===== src/rtl/sdram_burst_scheduler_pkg.sv =====
// Shared encodings for the SDRAM burst scheduler.
//   cmd_e   : command code presented on REQ_CMD (idle / read / write)
//   state_e : scheduler FSM states
package sdram_sched_pkg;

  typedef enum logic [1:0] {
    CMD_IDLE  = 2'b00,
    CMD_READ  = 2'b01,
    CMD_WRITE = 2'b10
  } cmd_e;

  typedef enum logic [1:0] {
    IDLE,
    ISSUE,
    WAIT_DONE
  } state_e;

endpackage


===== src/rtl/sdram_burst_scheduler_if.sv =====
// Burst request bus between the scheduler and the SDRAM command layer.
//   REQ_CMD/REQ_ADDR/REQ_LEN : burst command, start address, length
//   REQ_ACK                  : command accepted by the command layer
//   REQ_DONE                 : one-cycle pulse at the end of the burst
//   GNT_WR/GNT_RD            : one-hot channel grants gating the FIFO strobes
interface sdram_burst_scheduler_if #(
  parameter int NCH   = 2,
  parameter int ASIZE = 23,
  parameter int LSIZE = 9
);
  logic [1:0]       REQ_CMD;
  logic [ASIZE-1:0] REQ_ADDR;
  logic [LSIZE-1:0] REQ_LEN;
  logic             REQ_ACK;
  logic             REQ_DONE;
  logic [NCH-1:0]   GNT_WR;
  logic [NCH-1:0]   GNT_RD;

  modport master (output REQ_CMD, REQ_ADDR, REQ_LEN, GNT_WR, GNT_RD,
                  input  REQ_ACK, REQ_DONE);
  modport slave  (input  REQ_CMD, REQ_ADDR, REQ_LEN, GNT_WR, GNT_RD,
                  output REQ_ACK, REQ_DONE);
endinterface


===== src/rtl/sdram_rr_arbiter.sv =====
// Combinational round-robin arbiter over 2*NCH requestors.
//   req : request vector, writes at [NCH-1:0], reads at [2NCH-1:NCH]
//   ptr : index where the search starts
//   gnt : one-hot winner
//   vld : some request won
// With WR_PRIO != 0 the reads are masked whenever any write requests, so
// the rotation effectively runs over writes only in that case.
module sdram_rr_arbiter #(
  parameter  int NCH     = 2,
  parameter  int WR_PRIO = 1,
  localparam int N       = 2 * NCH,
  localparam int PW      = $clog2(N)
) (
  input  logic [N-1:0]  req,
  input  logic [PW-1:0] ptr,
  output logic [N-1:0]  gnt,
  output logic          vld
);

  logic [N-1:0] req_m;
  logic [PW:0]  pos;

  always_comb begin
    req_m = req;
    if (WR_PRIO != 0 && |req[NCH-1:0]) req_m[N-1:NCH] = '0;
    gnt = '0;
    vld = 1'b0;
    pos = '0;
    for (int k = 0; k < N; k++) begin
      pos = {1'b0, ptr} + (PW+1)'(k);
      if (pos >= (PW+1)'(N)) pos = pos - (PW+1)'(N);
      if (!vld && req_m[pos[PW-1:0]]) begin
        gnt[pos[PW-1:0]] = 1'b1;
        vld              = 1'b1;
      end
    end
  end

endmodule


===== src/rtl/sdram_burst_scheduler.sv =====
// Multi-channel SDRAM burst scheduler. Keeps a wrapping address pointer per
// write and read channel, arbitrates eligible channels and issues one burst at
// a time over a CMD/ACK/DONE handshake.
//   CLK, RESET_N           : clock, async active-low reset
//   CH_EN                  : per-channel enable (both directions)
//   WR_/RD_START, _MAX     : pointer reload value and wrap limit per channel
//   WR_/RD_LEN             : burst length per channel
//   WR_/RD_LOAD            : reload the pointer from START
//   WR_LEVEL / RD_LEVEL    : write FIFO readable words / read FIFO held words
//   req                    : burst request bus (master side)
//   BUSY                   : FSM outside IDLE
module sdram_burst_scheduler
  import sdram_sched_pkg::*;
#(
  parameter int NCH      = 2,
  parameter int ASIZE    = 23,
  parameter int LSIZE    = 9,
  parameter int USEDW    = 16,
  parameter int RD_DEPTH = 512,
  parameter int WR_PRIO  = 1
) (
  input  logic                 CLK,
  input  logic                 RESET_N,
  input  logic [NCH-1:0]       CH_EN,
  input  logic [NCH*ASIZE-1:0] WR_START,
  input  logic [NCH*ASIZE-1:0] WR_MAX,
  input  logic [NCH*LSIZE-1:0] WR_LEN,
  input  logic [NCH-1:0]       WR_LOAD,
  input  logic [NCH*USEDW-1:0] WR_LEVEL,
  input  logic [NCH*ASIZE-1:0] RD_START,
  input  logic [NCH*ASIZE-1:0] RD_MAX,
  input  logic [NCH*LSIZE-1:0] RD_LEN,
  input  logic [NCH-1:0]       RD_LOAD,
  input  logic [NCH*USEDW-1:0] RD_LEVEL,
  sdram_burst_scheduler_if.master req,
  output logic                 BUSY
);

  localparam int N  = 2 * NCH;
  localparam int PW = $clog2(N);

  state_e                      state;
  cmd_e                        req_cmd;
  logic [ASIZE-1:0]            req_addr;
  logic [LSIZE-1:0]            req_len;
  logic [NCH-1:0]              gnt_wr, gnt_rd;
  logic                        busy;
  logic [PW-1:0]               rr_ptr;
  logic [NCH-1:0][ASIZE-1:0]   wr_ptr, rd_ptr, wr_nxt, rd_nxt;

  logic [N-1:0]                elig, win;
  logic                        win_vld;
  logic [PW-1:0]               win_idx, rr_nxt;
  logic [ASIZE-1:0]            sel_addr;
  logic [LSIZE-1:0]            sel_len;
  logic                        done_fire;

  // Advance by one burst; wrap to start once the end would reach max.
  function automatic logic [ASIZE-1:0] next_ptr(input logic [ASIZE-1:0] p,
                                                input logic [LSIZE-1:0] l,
                                                input logic [ASIZE-1:0] s,
                                                input logic [ASIZE-1:0] m);
    logic [ASIZE:0] sum;
    sum = {1'b0, p} + (ASIZE+1)'(l);
    return (sum < {1'b0, m}) ? sum[ASIZE-1:0] : s;
  endfunction

  always_comb begin
    elig = '0;
    for (int i = 0; i < NCH; i++) begin
      elig[i] = CH_EN[i] && !WR_LOAD[i] && (WR_LEN[i*LSIZE +: LSIZE] != '0) &&
                (WR_LEVEL[i*USEDW +: USEDW] >= USEDW'(WR_LEN[i*LSIZE +: LSIZE]));
      // Read needs room for the whole burst; one extra bit keeps the sum exact.
      elig[NCH+i] = CH_EN[i] && !RD_LOAD[i] && (RD_LEN[i*LSIZE +: LSIZE] != '0) &&
                    (({1'b0, RD_LEVEL[i*USEDW +: USEDW]} +
                      (USEDW+1)'(RD_LEN[i*LSIZE +: LSIZE])) <= (USEDW+1)'(RD_DEPTH));
      wr_nxt[i] = next_ptr(wr_ptr[i], WR_LEN[i*LSIZE +: LSIZE],
                           WR_START[i*ASIZE +: ASIZE], WR_MAX[i*ASIZE +: ASIZE]);
      rd_nxt[i] = next_ptr(rd_ptr[i], RD_LEN[i*LSIZE +: LSIZE],
                           RD_START[i*ASIZE +: ASIZE], RD_MAX[i*ASIZE +: ASIZE]);
    end
  end

  sdram_rr_arbiter #(.NCH(NCH), .WR_PRIO(WR_PRIO)) u_arb (
    .req (elig),
    .ptr (rr_ptr),
    .gnt (win),
    .vld (win_vld)
  );

  always_comb begin
    sel_addr = '0;
    sel_len  = '0;
    win_idx  = '0;
    for (int j = 0; j < NCH; j++) begin
      if (win[j]) begin
        sel_addr = wr_ptr[j];
        sel_len  = WR_LEN[j*LSIZE +: LSIZE];
        win_idx  = PW'(j);
      end
      if (win[NCH+j]) begin
        sel_addr = rd_ptr[j];
        sel_len  = RD_LEN[j*LSIZE +: LSIZE];
        win_idx  = PW'(NCH + j);
      end
    end
    rr_nxt = (win_idx == PW'(N - 1)) ? '0 : win_idx + PW'(1);
  end

  assign done_fire = (state == WAIT_DONE) && req.REQ_DONE;

  always_ff @(posedge CLK or negedge RESET_N) begin
    if (!RESET_N) begin
      state    <= IDLE;
      req_cmd  <= CMD_IDLE;
      req_addr <= '0;
      req_len  <= '0;
      gnt_wr   <= '0;
      gnt_rd   <= '0;
      busy     <= 1'b0;
      rr_ptr   <= '0;
      wr_ptr   <= '0;
      rd_ptr   <= '0;
    end else begin
      case (state)
        IDLE: if (win_vld) begin
          // Command goes out with the grant, i.e. from the first ISSUE cycle.
          gnt_wr   <= win[NCH-1:0];
          gnt_rd   <= win[N-1:NCH];
          req_addr <= sel_addr;
          req_len  <= sel_len;
          req_cmd  <= (|win[NCH-1:0]) ? CMD_WRITE : CMD_READ;
          rr_ptr   <= rr_nxt;
          busy     <= 1'b1;
          state    <= ISSUE;
        end
        ISSUE: if (req.REQ_ACK) begin
          req_cmd <= CMD_IDLE;
          state   <= WAIT_DONE;
        end
        WAIT_DONE: if (req.REQ_DONE) begin
          gnt_wr <= '0;
          gnt_rd <= '0;
          busy   <= 1'b0;
          state  <= IDLE;
        end
        default: state <= IDLE;
      endcase
      // LOAD outranks the DONE advance for the same pointer.
      for (int i = 0; i < NCH; i++) begin
        if (WR_LOAD[i])                  wr_ptr[i] <= WR_START[i*ASIZE +: ASIZE];
        else if (done_fire && gnt_wr[i]) wr_ptr[i] <= wr_nxt[i];
        if (RD_LOAD[i])                  rd_ptr[i] <= RD_START[i*ASIZE +: ASIZE];
        else if (done_fire && gnt_rd[i]) rd_ptr[i] <= rd_nxt[i];
      end
    end
  end

  assign req.REQ_CMD  = req_cmd;
  assign req.REQ_ADDR = req_addr;
  assign req.REQ_LEN  = req_len;
  assign req.GNT_WR   = gnt_wr;
  assign req.GNT_RD   = gnt_rd;
  assign BUSY         = busy;

endmodule

===== src/flat_wrapper.sv =====
// flat-port wrapper written by rule: the top's interface ports become plain ports
module sdram_burst_scheduler_flat import sdram_sched_pkg::*;
#(
  parameter int NCH      = 2,
  parameter int ASIZE    = 23,
  parameter int LSIZE    = 9,
  parameter int USEDW    = 16,
  parameter int RD_DEPTH = 512,
  parameter int WR_PRIO  = 1
)
  (CLK, RESET_N, CH_EN, WR_START, WR_MAX, WR_LEN, WR_LOAD, WR_LEVEL, RD_START, RD_MAX, RD_LEN, RD_LOAD, RD_LEVEL, BUSY, req_REQ_CMD, req_REQ_ADDR, req_REQ_LEN, req_GNT_WR, req_GNT_RD, req_REQ_ACK, req_REQ_DONE);
  sdram_burst_scheduler_if #(.NCH(NCH), .ASIZE(ASIZE), .LSIZE(LSIZE)) req_i ();
  input  logic CLK;
  input  logic RESET_N;
  input  logic [NCH-1:0] CH_EN;
  input  logic [NCH*ASIZE-1:0] WR_START;
  input  logic [NCH*ASIZE-1:0] WR_MAX;
  input  logic [NCH*LSIZE-1:0] WR_LEN;
  input  logic [NCH-1:0] WR_LOAD;
  input  logic [NCH*USEDW-1:0] WR_LEVEL;
  input  logic [NCH*ASIZE-1:0] RD_START;
  input  logic [NCH*ASIZE-1:0] RD_MAX;
  input  logic [NCH*LSIZE-1:0] RD_LEN;
  input  logic [NCH-1:0] RD_LOAD;
  input  logic [NCH*USEDW-1:0] RD_LEVEL;
  output logic BUSY;
  output wire logic [$bits(req_i.REQ_CMD)-1:0] req_REQ_CMD;
  output wire logic [$bits(req_i.REQ_ADDR)-1:0] req_REQ_ADDR;
  output wire logic [$bits(req_i.REQ_LEN)-1:0] req_REQ_LEN;
  output wire logic [$bits(req_i.GNT_WR)-1:0] req_GNT_WR;
  output wire logic [$bits(req_i.GNT_RD)-1:0] req_GNT_RD;
  input wire logic [$bits(req_i.REQ_ACK)-1:0] req_REQ_ACK;
  input wire logic [$bits(req_i.REQ_DONE)-1:0] req_REQ_DONE;
  assign req_REQ_CMD = req_i.REQ_CMD;
  assign req_REQ_ADDR = req_i.REQ_ADDR;
  assign req_REQ_LEN = req_i.REQ_LEN;
  assign req_GNT_WR = req_i.GNT_WR;
  assign req_GNT_RD = req_i.GNT_RD;
  assign req_i.REQ_ACK = req_REQ_ACK;
  assign req_i.REQ_DONE = req_REQ_DONE;
  sdram_burst_scheduler #(.NCH(NCH), .ASIZE(ASIZE), .LSIZE(LSIZE), .USEDW(USEDW), .RD_DEPTH(RD_DEPTH), .WR_PRIO(WR_PRIO)) u_core (.CLK(CLK), .RESET_N(RESET_N), .CH_EN(CH_EN), .WR_START(WR_START), .WR_MAX(WR_MAX), .WR_LEN(WR_LEN), .WR_LOAD(WR_LOAD), .WR_LEVEL(WR_LEVEL), .RD_START(RD_START), .RD_MAX(RD_MAX), .RD_LEN(RD_LEN), .RD_LOAD(RD_LOAD), .RD_LEVEL(RD_LEVEL), .req(req_i), .BUSY(BUSY));
endmodule

===== config.mk =====
export PLATFORM = sky130hd
export DESIGN_NAME = sdram_burst_scheduler_flat
export DESIGN_NICKNAME = d
export VERILOG_FILES = /design/src/rtl/sdram_burst_scheduler_pkg.sv /design/src/rtl/sdram_burst_scheduler_if.sv /design/src/rtl/sdram_rr_arbiter.sv /design/src/rtl/sdram_burst_scheduler.sv /design/src/flat_wrapper.sv
export SDC_FILE = /design/constraint.sdc
export NUM_CORES = 1
export LEC_CHECK = 0
export CAP_MARGIN = 15
export CORE_ASPECT_RATIO = 0.5
export CORE_MARGIN = 5
export CORE_UTILIZATION = 48
export CTS_BUF_LIST = sky130_fd_sc_hd__clkbuf_4
export CTS_CLUSTER_SIZE = 8
export DETAILED_ROUTE_END_ITERATION = 16
export PLACE_DENSITY = 0.79
export SLEW_MARGIN = 25
export SYNTH_ARGS = -nofsm -noshare
export SYNTH_HDL_FRONTEND = slang
export SYNTH_SLANG_ARGS = --single-unit

===== constraint.sdc =====
create_clock -name CLK -period 5.05 [get_ports CLK]
set_input_delay 1.01 -clock CLK [delete_from_list [all_inputs] [get_ports CLK]]
set_output_delay 1.01 -clock CLK [all_outputs]
set_load 0.02 [all_outputs]

Yosys cells after proc, flatten, opt, wreduce, memory -nomap -nowiden
Index checks and enable logic that the tools add are counted.
W data, S select, Z words.

cells by class
  bitwise gates (word level) = 3
  eq/ne operators = 6
  order comparisons = 20
  reductions and logical operators = 48
  mux-type cells = 68
  add/subtract/negate cells = 14

operators by type and width
  cell                    number
  $mux W23                16
  $add A23 B9 Y24         4
  $lt A24 B23 Y1          4
  $mux W9                 4
  $reduce_bool A9 Y1      4
  $add A16 B9 Y17         2
  $le A17 B10 Y1 const B  2
  $mux W2                 17
  $ge A16 B9 Y1           2
  $logic_and A1 B1 Y1     24
  $mux W4                 4
  $mux W1                 14
  $lt A2 B3 Y1 const B    4
  $or A4 B4 Y4            3
  $pmux W2 S2             3
  $reduce_bool A2 Y1      6
  $ge A3 B3 Y1 const B    3
  $reduce_and A3 Y1       3
  $bmux W1 S2             4
  $demux W1 S2            4
  $ge A2 B1 Y1 const B    4
  $sub A2 B1 Y2 const B   4
  $logic_not A1 Y1        7
  $add A2 B2 Y3 const B   2
  11 further kinds        15

storage, ports and cells
  bits in registers = 135
  input port bits = 294
  word-level logic and storage cells = 171
  output and inout bits = 39

Longest topological paths before layout
  depth in word-level cells = 23
  mapped depth = 25
  mapped depth without buffers = 25

Hierarchy
From an unflattened synthesis, not the netlist that was laid out.

second synthesis, totals
  cell total of the unflattened synthesis = 1802
  area, all modules = 14037.2 µm²

modules (own cells, without submodules)
  module                 area each (µm²)  instances  sequential area each (µm²)  cells an instance
  sdram_burst_scheduler  13653.1          1          3378.2                      1750
  sdram_rr_arbiter       384.1            1          0.0                         52

Worst setup path before layout
Ideal clock, no wire load.

  path kind = input to register
  start point = input WR_LEN[9]
  end point = register u_core.wr_ptr[28] (netlist bit)
  slack = -689 ps
  setup time = 134 ps
  buffers on the path = 3
  data required time = 4916 ps
  cell stages on the path = 25
  arrival time = 5605 ps
  cells stage by stage = ha_1 -> fa_1 -> a21o_1 -> a21oi_1 -> o21bai_1 -> a21oi_1 -> o21bai_1 -> a21oi_1 -> nor2b_1 -> o21a_1 -> clkbuf_1 -> nand3_1 -> xnor2_1 -> ha_1 -> a21o_1 -> a21o_1 -> a21oi_1 -> nor2_1 -> a2111oi_0 -> o21ai_0 -> a21oi_1 -> clkbuf_1 -> buf_1 -> mux2i_1 -> o21ai_0

on the way
  longest elaborated chain between the ends = 5

ends and longest elaborated chain
  item                            line                          RTL
  start: declaration              flat_wrapper.sv:18            input logic [NCH*LSIZE-1:0] WR_LEN;
  $add A23 B9 Y24 (*)             sdram_burst_scheduler.sv:64   sum = {1'b0, p} + (ASIZE+1)'(l);
  $lt A24 B23 Y1                  sdram_burst_scheduler.sv:65   return (sum < {1'b0, m}) ? sum[ASIZE-1:0] : s;
  $mux W23 (*)                    sdram_burst_scheduler.sv:65
  $mux W23 (*)                    sdram_burst_scheduler.sv:152  else if (done_fire && gnt_wr[i]) wr_ptr[i] <= wr_nxt[i];
  $mux W23 (*)                    sdram_burst_scheduler.sv:151  if (WR_LOAD[i]) wr_ptr[i] <= WR_START[i*ASIZE +: ASIZE];
  end signal: indexed assignment  sdram_burst_scheduler.sv:151
  end signal: indexed assignment  sdram_burst_scheduler.sv:152
  end: declaration                sdram_burst_scheduler.sv:49   logic [NCH-1:0][ASIZE-1:0] wr_ptr, rd_ptr, wr_nxt, rd_nxt;

Every way passes the cells marked *; elsewhere a longest branch is shown, timed or not. The select of a mux whose other input is x is not followed.
A chain may end at the register's enable or synchronous reset.

Worst setup path after layout
  start point = input RD_LEN[0]
  end point = register u_core.rd_ptr[15] (netlist bit)

on the way
  longest elaborated chain between the ends = 5

ends and longest elaborated chain
  item                            line                          RTL
  start: declaration              flat_wrapper.sv:23            input logic [NCH*LSIZE-1:0] RD_LEN;
  $add A23 B9 Y24 (*)             sdram_burst_scheduler.sv:64
  $lt A24 B23 Y1                  sdram_burst_scheduler.sv:65
  $mux W23 (*)                    sdram_burst_scheduler.sv:65
  $mux W23 (*)                    sdram_burst_scheduler.sv:154  else if (done_fire && gnt_rd[i]) rd_ptr[i] <= rd_nxt[i];
  $mux W23 (*)                    sdram_burst_scheduler.sv:153  if (RD_LOAD[i]) rd_ptr[i] <= RD_START[i*ASIZE +: ASIZE];
  end signal: indexed assignment  sdram_burst_scheduler.sv:153
  end signal: indexed assignment  sdram_burst_scheduler.sv:154
  end: declaration                sdram_burst_scheduler.sv:49

Marked as above.

==> flow_summary.ini <==
[floorplan]
rows = 44
start_util = 0.485
core_area_mm2 = 0.0289
die_h_um = 131
io_pins = 333
die-area_mm2 = 0.0329
die_width_um = 252

[grt]
grt.busiest_layer = met2
grt_max_degree = 105
grt_use_total = 0.315
gr-usage-met3 = 0.0599
overflow = 0
met2_usage = 0.514
grt_pass1_vias = 14900
grt_pass1_wl_um = 81300
antenna_found_initial = 7
grtUsageMet1 = 0.415

[sta]
rsz0062_at_grt = yes
holdWs_ns = 0.498
fin_crit_ns = 4.98
finClkSkew_ns = 0.0376
hold_violations = 0
maxSlewHeadroom = 0.405
fin_crit_sh = 0.986
setup_slack_ns = 0.0700
slew_violations = 0
worst_pin_slew_ns = 0.893
finalSetupTns_ns = 0
fmax_mhz = 201
setup_viol_count_final = 0

[worst_setup_path]
crit_required_ns = 5.53
critPathKind = in2reg
timing.rr.start = u_core.rd_ptr[23]$_DFFE_PN0P_
r2r_slack_ns = 0.23
worstSetupStartpointType = primary input
cp_max_fo = 9
crit_arrival_ns = 5.46
cp-end-kind = flop
worstRegToRegCells = 27
r2r_end = u_core.rd_ptr[37]$_DFFE_PN0P_

[logic_synthesis]
synth-seq-area-share = 0.241
synth_edf_count = 0
avgSynthCellArea_um2 = 8.22
synth_common_cells = inv_1, ha_1, nand2_1
synth_fp_nets = 2171
syn_area_mm2 = 0.0140
synth-seq-cells = 135
syn_inst = 1703
async_reset_ff_frac = 1.00
ys_top_cells_by_area = dfrtp_1, ha_1, mux2i_1, inv_1, nand2_1
synth_top_area_cell = dfrtp_1
synth.distinct_cells = 83
synth.most_common_cell = inv_1
yosys_warnings = 0
synth_top_area_frac = 0.241
synth_flop_cell = dfrtp_1

[placement]
place.gp.congestion = 0.971
dpl-instance-area_mm2 = 0.0194
dp_cells = 2586
pre_cts_slack_ns = -1.17
io_buffer_count = 332
dp.final_hpwl_um = 43500

[drt]
viasPerCell = 5.92
first_pass_iters = 8
drtAntennaViolNets = 0
wl_per_cell_um = 21.1
totalWireLength_um = 56000
drt_iter0_drc = 1781
num_vias = 15700
drcViolationCount = 0

[clock_tree]
clock_latency_ns = 0.61
cts-root-buf = clkbuf_4
numClockSinks = 135
cts_htree_levels = 4
tritoncts = done
cts_buffer_depth = 2
cts_buffers = 17
clkTransAtPathRegs_ns = 0.11

[run]
drv_cap = 0

[pwr]
p_per_area_mw_per_mm2 = 396
ir_worst_vdd_mv = 0.167
finalPower_mw = 8.15
p_leak_nw = 9.92

[outcome]
status = complete, no violations

[finish]
utilization = 0.712
synthToLayoutAreaGrowth_pct = 46.9
design_area_mm2 = 0.0206
final_cells = 2656
layout-drive-gt1-share = 0.190
final_nets = 2714

[worst_hold_path]
hold_class = in2async
where the power goes:
part,switching (mW),leakage [nW],internal (mW)
Clock,0.452,0.157,0.343
Sequential,0.572,1.66,1.43
Combinational,2.65,8.10,2.71
Total,3.67,9.92,4.48
worst max-delay path, cell delays in order:
cell	delay [ns]
clkbuf_2	0.17
ha_1	0.26
fa_1	0.40
a21o_1	0.19
a21oi_2	0.15
o21bai_1	0.09
a21oi_1	0.30
o21bai_1	0.15
a21oi_2	0.21
o21bai_2	0.11
nand4_1	0.14
buf_4	0.14
xnor2_1	0.07
ha_1	0.19
a21o_1	0.17
a21o_1	0.17
a21oi_1	0.15
nor2b_1	0.05
o21ai_0	0.13
nand2b_1	0.09
a211oi_2	0.29
o31a_1	0.21
buf_4	0.16
clkbuf_16	0.16
nand4_1	0.11
o221ai_1	0.16
sequential cells by signal, summed over array words and instances, names as in the netlist, 2 cells and up:
signal / count
u_core.req.REQ_LEN: 9
u_core.wr_ptr: 46
u_core.state: 2
u_core.rr_ptr: 2
u_core.rd_ptr: 46
u_core.req.GNT_RD: 2
u_core.req.REQ_CMD: 2
u_core.req.GNT_WR: 2
u_core.req.REQ_ADDR: 23
placed cells by master, fill, tap and decap left out, types with 17 or more instances in the layout:
cell	synthesis	routed
nor3_1	38	37
a21oi_2	0	29
a21o_1	58	58
mux2i_1	74	72
o21bai_1	23	21
clkbuf_4	0	20
nand3_1	53	49
a21oi_1	91	61
o21ai_0	80	68
xor2_1	32	31
a31oi_1	21	20
xnor2_1	60	52
a221o_1	33	33
nor2_1	76	72
nand4_1	34	34
nand2_1	155	155
inv_1	189	189
dfrtp_1	135	135
nand2b_1	17	17
a22o_1	32	32
clkdlybuf4s50_1	0	318
buf_4	1	252
ha_1	168	161
o31ai_1	21	19
worst max path at each step:
stage               depth (start not counted)                       endpoint  slack, ns  startpoint
CTS                                        27  u_core.rd_ptr[24]$_DFFE_PN0P_     -0.005  RD_LEN[10]
floorplan                                  22   u_core.wr_ptr[0]$_DFFE_PN0P_      0.008   WR_LEN[0]
global route                               23  u_core.wr_ptr[34]$_DFFE_PN0P_      -0.17  WR_LEN[11]
finish                                     26  u_core.rd_ptr[15]$_DFFE_PN0P_       0.07   RD_LEN[0]
detailed placement                         23   u_core.wr_ptr[8]$_DFFE_PN0P_      -1.17   WR_LEN[0]
global placement                           24   u_core.wr_ptr[8]$_DFFE_PN0P_      -1.14   WR_LEN[0]
cell type report:
type                            count  area, um^2
Fill cell                        2151        8330
Timing Repair Buffer              606        5580
Tap cell                          391         489
Sequential cell                   135        3380
Antenna cell                        7        17.5
Inverter                          189         709
Multi-Input combinational cell   1297       10100
Clock inverter                     12         135
Clock buffer                       19         143
per-layer routing:
layer | vias to the layer above | part of all wire | wire, um
met5 | - | 0.00023 | 13
met4 | 2 | 0.044 | 2440
met3 | 168 | 0.10 | 5590
met2 | 825 | 0.46 | 25800
met1 | 7461 | 0.40 | 22200
li1 | 7276 | - | -
cell families (layout without fill, tap and decap cells):
kind of cell / after synthesis / count (layout) / synth area share
simple gates: 468 / 469 / 0.165
flops: 135 / 135 / 0.241
compound gates: 481 / 482 / 0.242
buf+inv: 273 / 826 / 0.0778
mux: 80 / 80 / 0.0577
other cells: 0 / 7 / 0
xor+xnor: 92 / 92 / 0.0575
fa+ha+maj: 174 / 174 / 0.159
repair_timing:
action                                  in CTS  in global routing
pin swaps                                    5                 80
setup buffers                                0                 25
resized for setup                           29                105
endpoints found under the setup margin     108                128
endpoints found under the hold margin        0                  0
cloned                                       4                  3
hold buffers                                 0                  0
Note: power is estimated with default switching activity, not from simulation.
